$ cat src/rtl/attempt_guard_if.sv
// rtl/attempt_guard_if.sv - comparator-side strobes and lock-side status of the attempt guard
interface attempt_guard_if #(
  parameter int MAX_ERRORS = 3
);
  localparam int CNT_W = $clog2(MAX_ERRORS + 1);

  logic             check_valid;
  logic             correct;
  logic [CNT_W-1:0] error_count;
  logic             locked;
  logic             alarm;
  logic             accept;

  modport master (
    output check_valid, correct,
    input  error_count, locked, alarm, accept
  );

  modport slave (
    input  check_valid, correct,
    output error_count, locked, alarm, accept
  );
endinterface

$ cat src/rtl/attempt_guard.sv
// rtl/attempt_guard.sv - wrong-code counter with timed lockout; LOCKOUT_ESCALATE_EN doubles each lockout
module attempt_guard #(
  parameter int MAX_ERRORS  = 3,
  parameter int LOCK_CYCLES = 1000
) (
  input logic             clk,
  input logic             rst,
  attempt_guard_if.slave  bus
);
  localparam int CNT_W = $clog2(MAX_ERRORS + 1);
  localparam logic [CNT_W-1:0] MAX_CNT  = CNT_W'(MAX_ERRORS);
  localparam logic [CNT_W-1:0] LAST_CNT = CNT_W'(MAX_ERRORS - 1);
  localparam logic [31:0]      LOCK_BASE = 32'(LOCK_CYCLES);

  if (MAX_ERRORS < 1 || MAX_ERRORS > 15) begin : g_bad_max_errors
    $error("attempt_guard: MAX_ERRORS must be 1..15");
  end
  if (LOCK_CYCLES < 1) begin : g_bad_lock_min
    $error("attempt_guard: LOCK_CYCLES must be >= 1");
  end
  // Headroom for the largest escalated duration (LOCK_CYCLES << 3).
  if (longint'(LOCK_CYCLES) * 64'd8 >= 64'h1_0000_0000) begin : g_bad_lock_max
    $error("attempt_guard: LOCK_CYCLES*8 must fit in 32 bits");
  end

  typedef enum logic {IDLE, LOCKED} state_t;

  state_t           state;
  logic [CNT_W-1:0] count;
  logic [31:0]      timer;
  logic [31:0]      lock_dur;
  logic             locked_q;
  logic             alarm_q;

`ifdef LOCKOUT_ESCALATE_EN
  logic [1:0] level;
  assign lock_dur = LOCK_BASE << level;
`else
  assign lock_dur = LOCK_BASE;
`endif

  always_ff @(posedge clk or posedge rst) begin
    if (rst) begin
      state    <= IDLE;
      count    <= '0;
      timer    <= '0;
      locked_q <= 1'b0;
      alarm_q  <= 1'b0;
`ifdef LOCKOUT_ESCALATE_EN
      level    <= 2'd0;
`endif
    end else begin
      alarm_q <= 1'b0;
      case (state)
        IDLE: begin
          if (bus.check_valid) begin
            if (bus.correct) begin
              count <= '0;
`ifdef LOCKOUT_ESCALATE_EN
              level <= 2'd0;
`endif
            end else if (count == LAST_CNT) begin
              count    <= MAX_CNT;
              locked_q <= 1'b1;
              alarm_q  <= 1'b1;
              timer    <= lock_dur - 32'd1;
              state    <= LOCKED;
`ifdef LOCKOUT_ESCALATE_EN
              level    <= (level == 2'd3) ? 2'd3 : level + 2'd1;
`endif
            end else begin
              count <= count + 1'b1;
            end
          end
        end
        LOCKED: begin
          // Strobes are deliberately ignored here, including on the exit cycle.
          if (timer == 32'd0) begin
            state    <= IDLE;
            locked_q <= 1'b0;
            count    <= '0;
          end else begin
            timer <= timer - 32'd1;
          end
        end
        default: state <= IDLE;
      endcase
    end
  end

  assign bus.error_count = count;
  assign bus.locked      = locked_q;
  assign bus.alarm       = alarm_q;
  assign bus.accept      = !locked_q;
endmodule
$ cat src/flat_wrapper.sv
// flat-port wrapper written by rule: the top's interface ports become plain ports
module attempt_guard_flat 
#(
  parameter int MAX_ERRORS  = 3,
  parameter int LOCK_CYCLES = 1000
)
  (clk, rst, bus_check_valid, bus_correct, bus_error_count, bus_locked, bus_alarm, bus_accept);
  attempt_guard_if #(.MAX_ERRORS(MAX_ERRORS)) bus_i ();
  input logic clk;
  input logic rst;
  input wire logic [$bits(bus_i.check_valid)-1:0] bus_check_valid;
  input wire logic [$bits(bus_i.correct)-1:0] bus_correct;
  output wire logic [$bits(bus_i.error_count)-1:0] bus_error_count;
  output wire logic [$bits(bus_i.locked)-1:0] bus_locked;
  output wire logic [$bits(bus_i.alarm)-1:0] bus_alarm;
  output wire logic [$bits(bus_i.accept)-1:0] bus_accept;
  assign bus_i.check_valid = bus_check_valid;
  assign bus_i.correct = bus_correct;
  assign bus_error_count = bus_i.error_count;
  assign bus_locked = bus_i.locked;
  assign bus_alarm = bus_i.alarm;
  assign bus_accept = bus_i.accept;
  attempt_guard #(.MAX_ERRORS(MAX_ERRORS), .LOCK_CYCLES(LOCK_CYCLES)) u_core (.clk(clk), .rst(rst), .bus(bus_i));
endmodule
$ cat config.mk
export PLATFORM = sky130hd
export DESIGN_NAME = attempt_guard_flat
export DESIGN_NICKNAME = d
export VERILOG_FILES = /design/src/rtl/attempt_guard_if.sv /design/src/rtl/attempt_guard.sv /design/src/flat_wrapper.sv
export SDC_FILE = /design/constraint.sdc
export NUM_CORES = 1
export LEC_CHECK = 0
export ABC_CLOCK_PERIOD_IN_PS = 3000
export CORE_MARGIN = 2
export CORE_UTILIZATION = 35
export DETAILED_ROUTE_END_ITERATION = 12
export DONT_BUFFER_PORTS = 1
export MAX_ROUTING_LAYER = met4
export PLACE_DENSITY = 0.56
export REMOVE_ABC_BUFFERS = 1
export SLEW_MARGIN = 25
export SYNTH_ARGS = -nofsm -noshare
export SYNTH_HDL_FRONTEND = slang
export SYNTH_SLANG_ARGS = --single-unit
export TNS_END_PERCENT = 1
$ cat constraint.sdc
create_clock -name clk -period 3 [get_ports clk]
set_clock_uncertainty 0.2 [all_clocks]
set_input_delay 0.45 -clock clk [delete_from_list [all_inputs] [get_ports clk]]
set_output_delay 0.45 -clock clk [all_outputs]
set_load 0.02 [all_outputs]
==> metrics.md, run 1 <==
| Metric | Value |
|---|---|
| Average instance area after synthesis | 9.55 µm² |
| Final Routed Wirelength | 4500 µm |
| Crit. End Element | flop |
| Async SR Flop Fraction | 100% |
| Total GRT Usage | 16.6% |
| Post-DP HPWL | 3220 µm |
| Critical path data arrival time | 2.71 ns |
| Post-CTS Setup Repair Bufs | 0 |
| Placer Congestion | 0.756 |
| Yosys reg bits | 37 |
| Port bufs | 0 |
| Remaining Overflow, GRT | 0 |
| Syn. warnings | 0 |
| # rows | 27 |
| Die area | 6440 µm² |
| Syn Inst Count | 213 |
| Post-route ant nets | 0 |
| Peak Freq | 363 MHz |
| Buf+Inv Stages, Crit Path | 1 |
| Leak | 0.771 nW |
| Area grow syn2layout | 13.0% |
| Worst path slowest cell | or4_4 |
| Ports | 9 |
| Final hold viol count | 0 |
| Register area share after synthesis | 45.5% |
| Die Y | 80.2 µm |
| Nets | 231 |
| Number of global-route vias before repair | 1,643 |
| Clock buffer depth | 2 |
| DP Area | 2170 µm² |
| Met1 usage | 21.5% |
| Crit path time final | 2.75 ns |
| RSZ-0062 raised after global routing | no |
| Peak supply drop | 0.181 mV |
| Setup TNS | 0 ns |
| Initial antenna violation count | 0 |
| Met2 GRT Util | 25.8% |
| Crit-path max FO | 11 |
| Synth Flop Type | dfrtp_1 |
| First-pass GRT wire length | 8020 µm |
| Hold crit path type | in -> reg |
| Outcome | finished, final reports clean |
| Final setup viols | 0 |
| Worst slew margin | 60.5% |
| Largest net degree at the start of global routing | 35 |
| Slew Limit Fails | 0 |
| Place WS | 0.266 ns |
| Vias | 1,657 |
| Slowest stage delay, CP | 0.59 ns |
| # DRC | 0 |
| Clk sinks | 37 |
| Final worst setup slack | 0.247 ns |
| Required @ worst endpoint | 2.96 ns |
| Starting Density | 36.5% |
| Post-synth top area cell | dfrtp_1 |
| Least-Margin Pin Slew | 0.578 ns |
| Number of flops mapped to enable cells by yosys | 0 |
| Skew-Pair Late Insertion Delay | 0.30 ns |
| Final worst path period share | 91.8% |
| CTS tree | done |
| Diodes inserted | 0 |
| Setup CP Type | reg -> reg |
| Total of max-cap violations | 0 |
| Busiest layer in global routing | met2 |
| Global Route met3 Usage | 3.15% |
| Top post-synthesis cells by area | dfrtp_1 (46%), nor2_1 (4.1%), or4_1 (4.1%), a21oi_1 (3.2%), xor2_1 (3.0%) |
| Vias/cell | 5.56 |
| Clk slew on worst S/H paths | 0.08 ns |
| Core box area | 5570 µm² |
| Share of the synthesized area in the top cell type | 45.5% |
| Critical path's top delay family | simple AND/OR/NAND/NOR gates |
| Drt first pass iters | 4 |
| Layout cells sized above 1 | 13.7% |
| CP dominant cell by count | or4_4 |
| Total power | 0.000952 W |
| Critical Path, Cell by Cell | or4_4, or4_4, o31ai_4, buf_4, or4_1, a21oi_1 |
| Post-CTS sizing | 0 |
| Design Area, Final | 2300 µm² |
| H-tree levels | 2 |
| Number of non-filler instances in the completed layout | 298 |
| Type of origin of the critical path | flop |
| Cell Area, Synth | 2030 µm² |
| Power per cell area | 414 nW/µm² |
| Cell variety after synth | 44 |
| Die X | 80.2 µm |
| Clock root buffer | clkbuf_8 |
| Iter 0 DRT Violations | 90 |
| DR WL/cell | 15.1 µm |
| Placed insts | 289 |
| Inserted Clock Buffers | 5 |
## layout make-up
| type | count | area, µm² |
|---|---|---|
| tap | 72 | 90.1 |
| sequential | 37 | 926 |
| clock buffer | 5 | 68.8 |
| inverter | 8 | 30.0 |
| clock inverter | 3 | 46.3 |
| multi-input combinational | 157 | 1020 |
| timing repair buffer | 16 | 123 |
| fill | 559 | 3270 |
## power by group
part           internal, W  leakage [nW]  total [W]  switching [W]
Sequential        0.000498         0.345   0.000498              0
Combinational   0.00000331         0.372  0.0000138      0.0000105
Clock             0.000249        0.0543   0.000440       0.000192
## registers in the layout, summed over array words and instances, names as in the netlist
name                    flops
u_core.timer               32
u_core.bus.error_count      2
u_core.bus.alarm            1
u_core.bus.locked           1
u_core.state                1
## worst register-to-register path, delay by kind of cell (launching register included)
kind / cells / cell delay, ns
AND/OR/NAND/NOR: 3 / 1.30
flip-flops: 1 / 0.45
AO/OA/AOI/OAI: 2 / 0.44
buffers and inverters: 1 / 0.23
## repair_timing
| item | 4_1_cts | 5_1_grt |
|---|---|---|
| endpoints found under the hold margin | 3 | 0 |
| hold buffers | 1 | 0 |
| setup endpoints to repair | 0 | 0 |
## final timing paths
check	cells after the start	slack, ns	startpoint	to
max in group asynchronous	3	1.69	rst	u_core.timer[26]$_DFFE_PP0P_
setup / recovery	6	0.25	u_core.timer[12]$_DFFE_PP0P_	u_core.timer[10]$_DFFE_PP0P_
hold reg to reg	1	0.32	u_core.timer[5]$_DFFE_PP0P_	u_core.timer[5]$_DFFE_PP0P_
setup reg to reg	6	0.25	u_core.timer[12]$_DFFE_PP0P_	u_core.timer[10]$_DFFE_PP0P_
hold / removal	2	0.20	bus_check_valid	u_core.bus.error_count[1]$_DFFE_PP0P_
min in group asynchronous	2	0.26	rst	u_core.bus.alarm$_DFF_PP0_
## kinds of logic (layout without fill, tap and decap cells)
group                      Yosys count  after routing  share of synthesized area, %
AOI/OAI and AO/OA                   46             46                          16.3
adders and majority gates            2              2                          1.23
buffers and inverters               19             32                          4.55
and+or+nand+nor                     95             95                          26.2
DFF                                 37             37                          45.5
xor gates and xnor gates            11             11                          4.74
muxes                                3              3                          1.48
## synth_stat cells (all sizes together) (2+ instances only)
master	count
or4	13
nor2	22
or3	8
buf	5
clkbuf	6
ha	2
o2111ai	2
and4b	2
nand2	13
xor2	7
a311oi	2
inv	8
a2111oi	2
nor3	7
o31ai	6
or4b	2
o21ai	10
mux2i	3
nand3	7
o22ai	2
or2	2
xnor2	4
nand4	5
a21oi	13
nor4	9
dfrtp	37
o41ai	2
## metrics by stage
stage	hold slack (ns)	util, %
2_1_floorplan	0.269	-
3_5_place_dp	0.0293	39.0
6_report	0.202	41.3
3_3_place_gp	0.0212	39.0
4_1_cts	0.200	41.3
5_1_grt	0.211	41.3
## layer usage
| metal | up-vias | wire, µm |
|---|---|---|
| met4 | 0 | 74 |
| li1 | 828 | - |
| met1 | 794 | 2190 |
| met3 | 7 | 155 |
| met5 | - | 0 |
| met2 | 28 | 2080 |
## cells in the final DEF, fill, tap and decap left out, types with 7 or more instances in the layout
cell type and count:
nor2_1 22, buf_4 15, nand2_1 13, inv_1 8, xor2_1 7, nand3_1 7
dfrtp_1 37, a21oi_1 13, o21ai_0 9, or4_1 11, nor4_1 9, nor3_1 7
or3_1 8
Power figures use the tool's default switching activity.
==> inputs of run 2 (changes only) <==
ABC_AREA = 1   (was unset)
==> run 2 against run 1 <==
Net effect:
- global-route usage rose by 1.5 points
- maximum frequency rose by 17%
- final area rose by 13%
- critical path type unchanged
- largest cell class unchanged
- largest power group unchanged
- highest routed layer unchanged
==> metrics.md, run 2 <==
| Metric | Value |
|---|---|
| Core box area | 6760 µm² |
| Final worst setup slack | 0.655 ns |
| Syn Inst Count | 374 |
| Critical path's top delay family | simple AND/OR/NAND/NOR gates |
| Leak | 1.35 nW |
| CP dominant cell by count | nor2_4 |
| # DRC | 0 |
| Buf+Inv Stages, Crit Path | 1 |
| Register area share after synthesis | 38.0% |
| Setup CP Type | reg -> reg |
| Hold crit path type | in -> reg |
| Post-synth top area cell | dfrtp_1 |
| Synth Flop Type | dfrtp_1 |
| Most numerous cell in the Yosys netlist | nand2_1 |
| Starting Density | 36.1% |
| Type of origin of the critical path | flop |
| Remaining Overflow, GRT | 0 |
| Synth cell count leaders | nand2_1 (108), nor2_1 (76), inv_1 (45), dfrtp_1 (37), nand3_1 (36) |
| Critical Path, Cell by Cell | inv_1, ha_1, nand2_1, nor2_2, nand2_2, nor2_4, nor2_4, nor2_8, o21ai_0 |
| Top post-synthesis cells by area | dfrtp_1 (38%), nand2_1 (17%), nor2_1 (12%), nand3_1 (7.4%), inv_1 (6.9%) |
| Clock buffer depth | 2 |
| Least-Margin Pin Slew | 0.523 ns |
| RSZ-0062 raised after global routing | no |
| Largest reg by FF count | u_core.timer |
| Design Area, Final | 2600 µm² |
| Post-Synth Adder-Cell Area | 1.03% |
| Diodes inserted | 0 |
| Post-route ant nets | 0 |
| Worst path slowest cell | dfrtp_1 |
| Critical path data arrival time | 2.30 ns |
| Final worst path period share | 78.2% |
| Multi-input logic area | 1290 µm² |
| Post-CTS sizing | 0 |
| Crit-path max FO | 36 |
| Final hold viol count | 0 |
| Average instance area after synthesis | 6.52 µm² |
| Commonest non-fill, non-tap cell in the layout | nand2_1 |
| Outcome | finished, final reports clean |
| Die X | 87.5 µm |
| Final setup viols | 0 |
| Power per cell area | 334 nW/µm² |
| Worst slew margin | 64.9% |
| DR WL/cell | 13.0 µm |
| Synth Area in Simple Gates | 41.9% |
| Yosys reg bits | 37 |
| Placer Congestion | 0.878 |
| Post-synthesis compound-gate area fraction | 8.98% |
| Setup TNS | 0 ns |
| Peak Freq | 427 MHz |
| Largest net degree at the start of global routing | 38 |
| Die Y | 87.5 µm |
| Required @ worst endpoint | 2.96 ns |
| Slew Limit Fails | 0 |
| Port bufs | 0 |
| DP Area | 2510 µm² |
| Layout fillers | 758 |
| CTS tree | done |
| Total GRT Usage | 18.0% |
| Clk sinks | 37 |
| Final Routed Wirelength | 5960 µm |
| Largest family of logic cells by synthesized area | simple AND/OR/NAND/NOR gates |
| Iter 0 DRT Violations | 166 |
| Skew-Pair Late Insertion Delay | 0.30 ns |
| Slowest stage delay, CP | 0.37 ns |
| Vias/cell | 4.88 |
| Initial antenna violation count | 0 |
| Crit. End Element | flop |
| Layout cells sized above 1 | 5.80% |
| Vias | 2,241 |
| Clock root buffer | clkbuf_8 |
| Die area | 7650 µm² |
| Syn. warnings | 0 |
| Max FFs per register | 32 |
| Ports | 9 |
| Drt first pass iters | 4 |
| Peak supply drop | 0.174 mV |
| Number of global-route vias before repair | 2,124 |
| Area grow syn2layout | 6.78% |
| Cell variety after synth | 24 |
| Async SR Flop Fraction | 100% |
| Reg area | 926 µm² |
| Mux contribution to synthesized area | 0% |
| Clk slew on worst S/H paths | 0.08 ns |
| # rows | 30 |
| Nets | 384 |
| First-pass GRT wire length | 10,400 µm |
| Crit path time final | 2.34 ns |
| Share of the synthesized area in the top cell type | 38.0% |
| XOR/XNOR Fraction of Synth Area | 1.08% |
| Post-DP HPWL | 4430 µm |
| Inserted Clock Buffers | 5 |
| Total of max-cap violations | 0 |
| Place WS | 0.665 ns |
| Most frequent cells in the layout | nand2_1 (108), nor2_1 (76), inv_1 (45) |
| Cell Area, Synth | 2440 µm² |
| H-tree levels | 2 |
| Number of flops mapped to enable cells by yosys | 0 |
-- run 2: changes by cell type in the layout (fill, tap and decap cells not counted), sizes merged, moves of 8 or more --
cell / delta
nor2: +61
nand2: +98
or4: -13
o21ai: +20
a21oi: -12
or3: -8
nor4: -9
buf: -13
inv: +38
nand3: +29
-- run 2: timing repair --
action	CTS	global route
hold endpoints to repair	37	0
buffers inserted	0	0
hold buffers	1	0
-- run 2: path summary, 6_finish.rpt --
| check | slack (ns) | depth (start not counted) | startpoint | end |
|---|---|---|---|---|
| min | 0.17 | 3 | bus_correct | u_core.bus.error_count[1]$_DFFE_PP0P_ |
| max reg2reg | 0.66 | 9 | u_core.timer[0]$_DFFE_PP0P_ | u_core.timer[27]$_DFFE_PP0P_ |
| min in group asynchronous | 0.52 | 3 | rst | u_core.timer[0]$_DFFE_PP0P_ |
| min reg2reg | 0.33 | 1 | u_core.timer[1]$_DFFE_PP0P_ | u_core.timer[1]$_DFFE_PP0P_ |
| max in group asynchronous | 1.73 | 3 | rst | u_core.timer[20]$_DFFE_PP0P_ |
| max | 0.66 | 9 | u_core.timer[0]$_DFFE_PP0P_ | u_core.timer[27]$_DFFE_PP0P_ |
-- run 2: final cells by class --
cell class / instances / share of cell area [%]
Multi-Input combinational cell: 285 / 49.7
Sequential cell: 37 / 35.6
Inverter: 46 / 6.63
Tap cell: 80 / 3.85
Clock buffer: 5 / 2.64
Timing Repair Buffer: 3 / 0.962
Clock inverter: 3 / 0.673
-- run 2: per-stage QoR --
stage | hold WS [ns] | power, W | util, % | std cells
floorplan | 0.286 | 0.000516 | - | 368
global placement | 0.292 | 0.000520 | 37.1 | 450
detailed placement | 0.293 | 0.000520 | 37.1 | 450
CTS | 0.159 | 0.000880 | 38.5 | 459
global route | 0.216 | 0.000901 | 38.5 | 459
finish | 0.166 | 0.000869 | 38.5 | 459
-- run 2: power by group --
group | switching, W | internal (W)
Combinational | 0.0000105 | 0.00000196
Sequential | 0 | 0.000498
Clock | 0.000197 | 0.000161
-- run 2: worst register-to-register path, cell delays in order, from the launching register on --
cell	delay [ns]
dfrtp_1	0.37
inv_1	0.11
ha_1	0.28
nand2_1	0.15
nor2_2	0.18
nand2_2	0.12
nor2_4	0.17
nor2_4	0.09
nor2_8	0.38
o21ai_0	0.17
-- run 2: kinds of logic after synthesis --
family,Yosys count
flip-flops,37
AND/OR/NAND/NOR,242
XOR/XNOR,3
AO/OA/AOI/OAI,38
adder cells (fa/ha/maj),2
buffers and inverters,52
-- run 2: per-layer routing --
metal / vias to the layer above / share of wire, % / track usage (%)
met5: - / 0 / -
met4: 0 / 1.5 / 5.03
met3: 8 / 2.6 / 2.84
met2: 29 / 46 / 27.6
met1: 1023 / 50 / 24.7
li1: 1181 / - / -
==> inputs of run 3 (changes only) <==
ABC_CLOCK_PERIOD_IN_PS = 2300   (was 3000)
clock period = 2.3 ns   (was 3 ns; I/O delays follow)
==> run 3 against run 2 <==
Net effect:
- first-iteration DRC count decreased by 27%
- wire length up 4.2%
- clock-buffer cell count grew 2
- worst setup slack worse by 0.43 ns
- combinational power up 30%
- core utilization increased by 1.2 points
- cell count up 1.3%
- register-to-register slack worse by 0.43 ns
- die area did not move
- non-clock buffer count up 6
- maximum frequency grew 13%
- largest power group unchanged
==> metrics.md, run 3 (synthesis gave the netlist of run 2 again) <==
| Metric | Value |
|---|---|
| Clock buffer depth | 2 |
| DR WL/cell | 13.4 µm |
| Flop pwr share | 57.2% |
| Buf+Inv Stages, Crit Path | 1 |
| # rows | 30 |
| Commonest non-fill, non-tap cell in the layout | nand2_1 |
| Largest net degree at the start of global routing | 38 |
| Worst hold slack | 0.0613 ns |
| Placed insts | 455 |
| Total power | 0.00114 W |
| Area grow syn2layout | 10.0% |
| DP Area | 2540 µm² |
| RSZ-0062 raised after global routing | no |
| Port bufs | 0 |
| Inserted Clock Buffers | 5 |
| Clk slew on worst S/H paths | 0.07 ns |
| Hold crit path type | in -> reg |
| Required @ worst endpoint | 2.26 ns |
| Iter 0 DRT Violations | 122 |
| Final hold viol count | 0 |
| Number of global-route vias before repair | 2,291 |
| NetSw | 0.000245 W |
| Vias | 2,257 |
| Die Y | 87.5 µm |
| Outcome | finished, final reports clean |
| Clock Power Share | 41.3% |
| Power per cell area | 424 nW/µm² |
| Nets | 391 |
| Peak Freq | 483 MHz |
| Power Internal | 0.000891 W |
| Peak supply drop | 0.192 mV |
| Final setup viols | 0 |
| Ports | 9 |
| Core box area | 6760 µm² |
| Setup TNS | 0 ns |
| Total of max-cap violations | 0 |
| Slew Limit Fails | 0 |
| Max FFs per register | 32 |
| Post-route ant nets | 0 |
| Clock root buffer | clkbuf_8 |
| Initial antenna violation count | 0 |
| Type of origin of the critical path | flop |
| Critical path data arrival time | 2.04 ns |
| Layout cells sized above 1 | 7.01% |
| Slowest stage delay, CP | 0.36 ns |
| First-pass GRT wire length | 10,800 µm |
| Die area | 7650 µm² |
| Remaining Overflow, GRT | 0 |
| Design Area, Final | 2680 µm² |
| Most frequent cells in the layout | nand2_1 (108), nor2_1 (76), inv_1 (45) |
| Combinational power share | 1.4% |
| # DRC | 0 |
| H-tree levels | 2 |
| CP dominant cell by count | nor2_4 |
| Crit path time final | 2.07 ns |
| Worst path slowest cell | dfrtp_1 |
| Placer Congestion | 0.850 |
| Layout fillers | 729 |
| Critical path's top delay family | simple AND/OR/NAND/NOR gates |
| Post-DP HPWL | 4570 µm |
| Starting Density | 36.1% |
| Largest reg by FF count | u_core.timer |
| Die X | 87.5 µm |
| Setup CP Type | reg -> reg |
| Vias/cell | 4.85 |
| Final Routed Wirelength | 6210 µm |
| Total GRT Usage | 18.8% |
| Critical Path, Cell by Cell | inv_1, ha_1, nand2_1, nor2_4, nand2_2, nor2_4, nor2_4, nor2_8, o21ai_0 |
| Sw frac | 21.6% |
| Clk sinks | 37 |
| Crit-path max FO | 18 |
| Leak | 1.39 nW |
| Least-Margin Pin Slew | 0.557 ns |
| Worst slew margin | 62.6% |
| Number of non-filler instances in the completed layout | 465 |
| CTS tree | done |
| Crit. End Element | flop |
| Drt first pass iters | 4 |
| Skew-Pair Late Insertion Delay | 0.29 ns |
| Final worst path period share | 90.1% |
| Diodes inserted | 0 |
==> run 3: changes by cell type in the layout (fill, tap and decap cells not counted) <==
cell / before / now
buf_4: 2 / 7
nor2_4: 2 / 5
clkinv_2: 2 / 0
nor2_2: 4 / 2
buf_12: 0 / 1
clkbuf_1: 0 / 1
clkbuf_8: 5 / 6
clkinvlp_4: 1 / 0
==> run 3: layout make-up <==
class	count	area (µm²)	share of cell area, %
clock buffers	7	86.3	3.22
inverters	46	173	6.44
multi-input cells	286	1310	49.0
flip-flops and latches	37	926	34.5
well taps	80	100	3.73
repair buffers	9	82.6	3.08
==> run 3: power groups by stage <==
stage | combinational (W) | clock (W) | sequential, W
6_report | 0.0000161 | 0.000469 | 0.000650
5_1_grt | 0.0000191 | 0.000514 | 0.000650
4_1_cts | 0.0000174 | 0.000488 | 0.000650
3_5_place_dp | 0.0000159 | 0 | 0.000663
3_3_place_gp | 0.0000162 | 0 | 0.000663
2_1_floorplan | 0.0000101 | 0 | 0.000663
==> run 3: stage by stage <==
step           setup slack (ns)  util [%]
2_1_floorplan             0.302         -
3_3_place_gp              0.179      37.6
3_5_place_dp             0.0738      37.6
4_1_cts                  0.0486      39.1
5_1_grt                  0.0213      39.7
6_report                  0.228      39.7
==> run 3: tightest hold or removal path: stages <==
cell and delay [ns]:
nor3_1 0.05, nand2_1 0.05, o21ai_0 0.07
==> run 3: path summary, 6_finish.rpt <==
path                                                    from                                    end  slack (ns)  cells after the start
max in group asynchronous                                rst           u_core.timer[11]$_DFFE_PP0P_        1.14                      3
worst max-delay path             u_core.timer[0]$_DFFE_PP0P_           u_core.timer[26]$_DFFE_PP0P_        0.23                      9
worst min register to register  u_core.timer[30]$_DFFE_PP0P_           u_core.timer[30]$_DFFE_PP0P_        0.33                      2
worst min-delay path                             bus_correct  u_core.bus.error_count[1]$_DFFE_PP0P_        0.06                      3
worst max register to register   u_core.timer[0]$_DFFE_PP0P_           u_core.timer[26]$_DFFE_PP0P_        0.23                      9
min in group asynchronous                                rst           u_core.timer[18]$_DFFE_PP0P_        0.42                      3
==> run 3: layer usage <==
layer | up-vias | part of all wire (%) | global-route usage, %
met5 | - | 0 | -
met4 | 0 | 2.4 | 5.45
met3 | 12 | 3.7 | 3.70
met2 | 42 | 44 | 29.3
met1 | 1006 | 50 | 24.7
li1 | 1197 | - | -
==> run 3: repair_timing <==
item                       CTS  global route
resized for setup            0             2
buffers inserted             0             1
hold buffers                 1             0
setup endpoints to repair    0            21
hold endpoints to repair    37             0
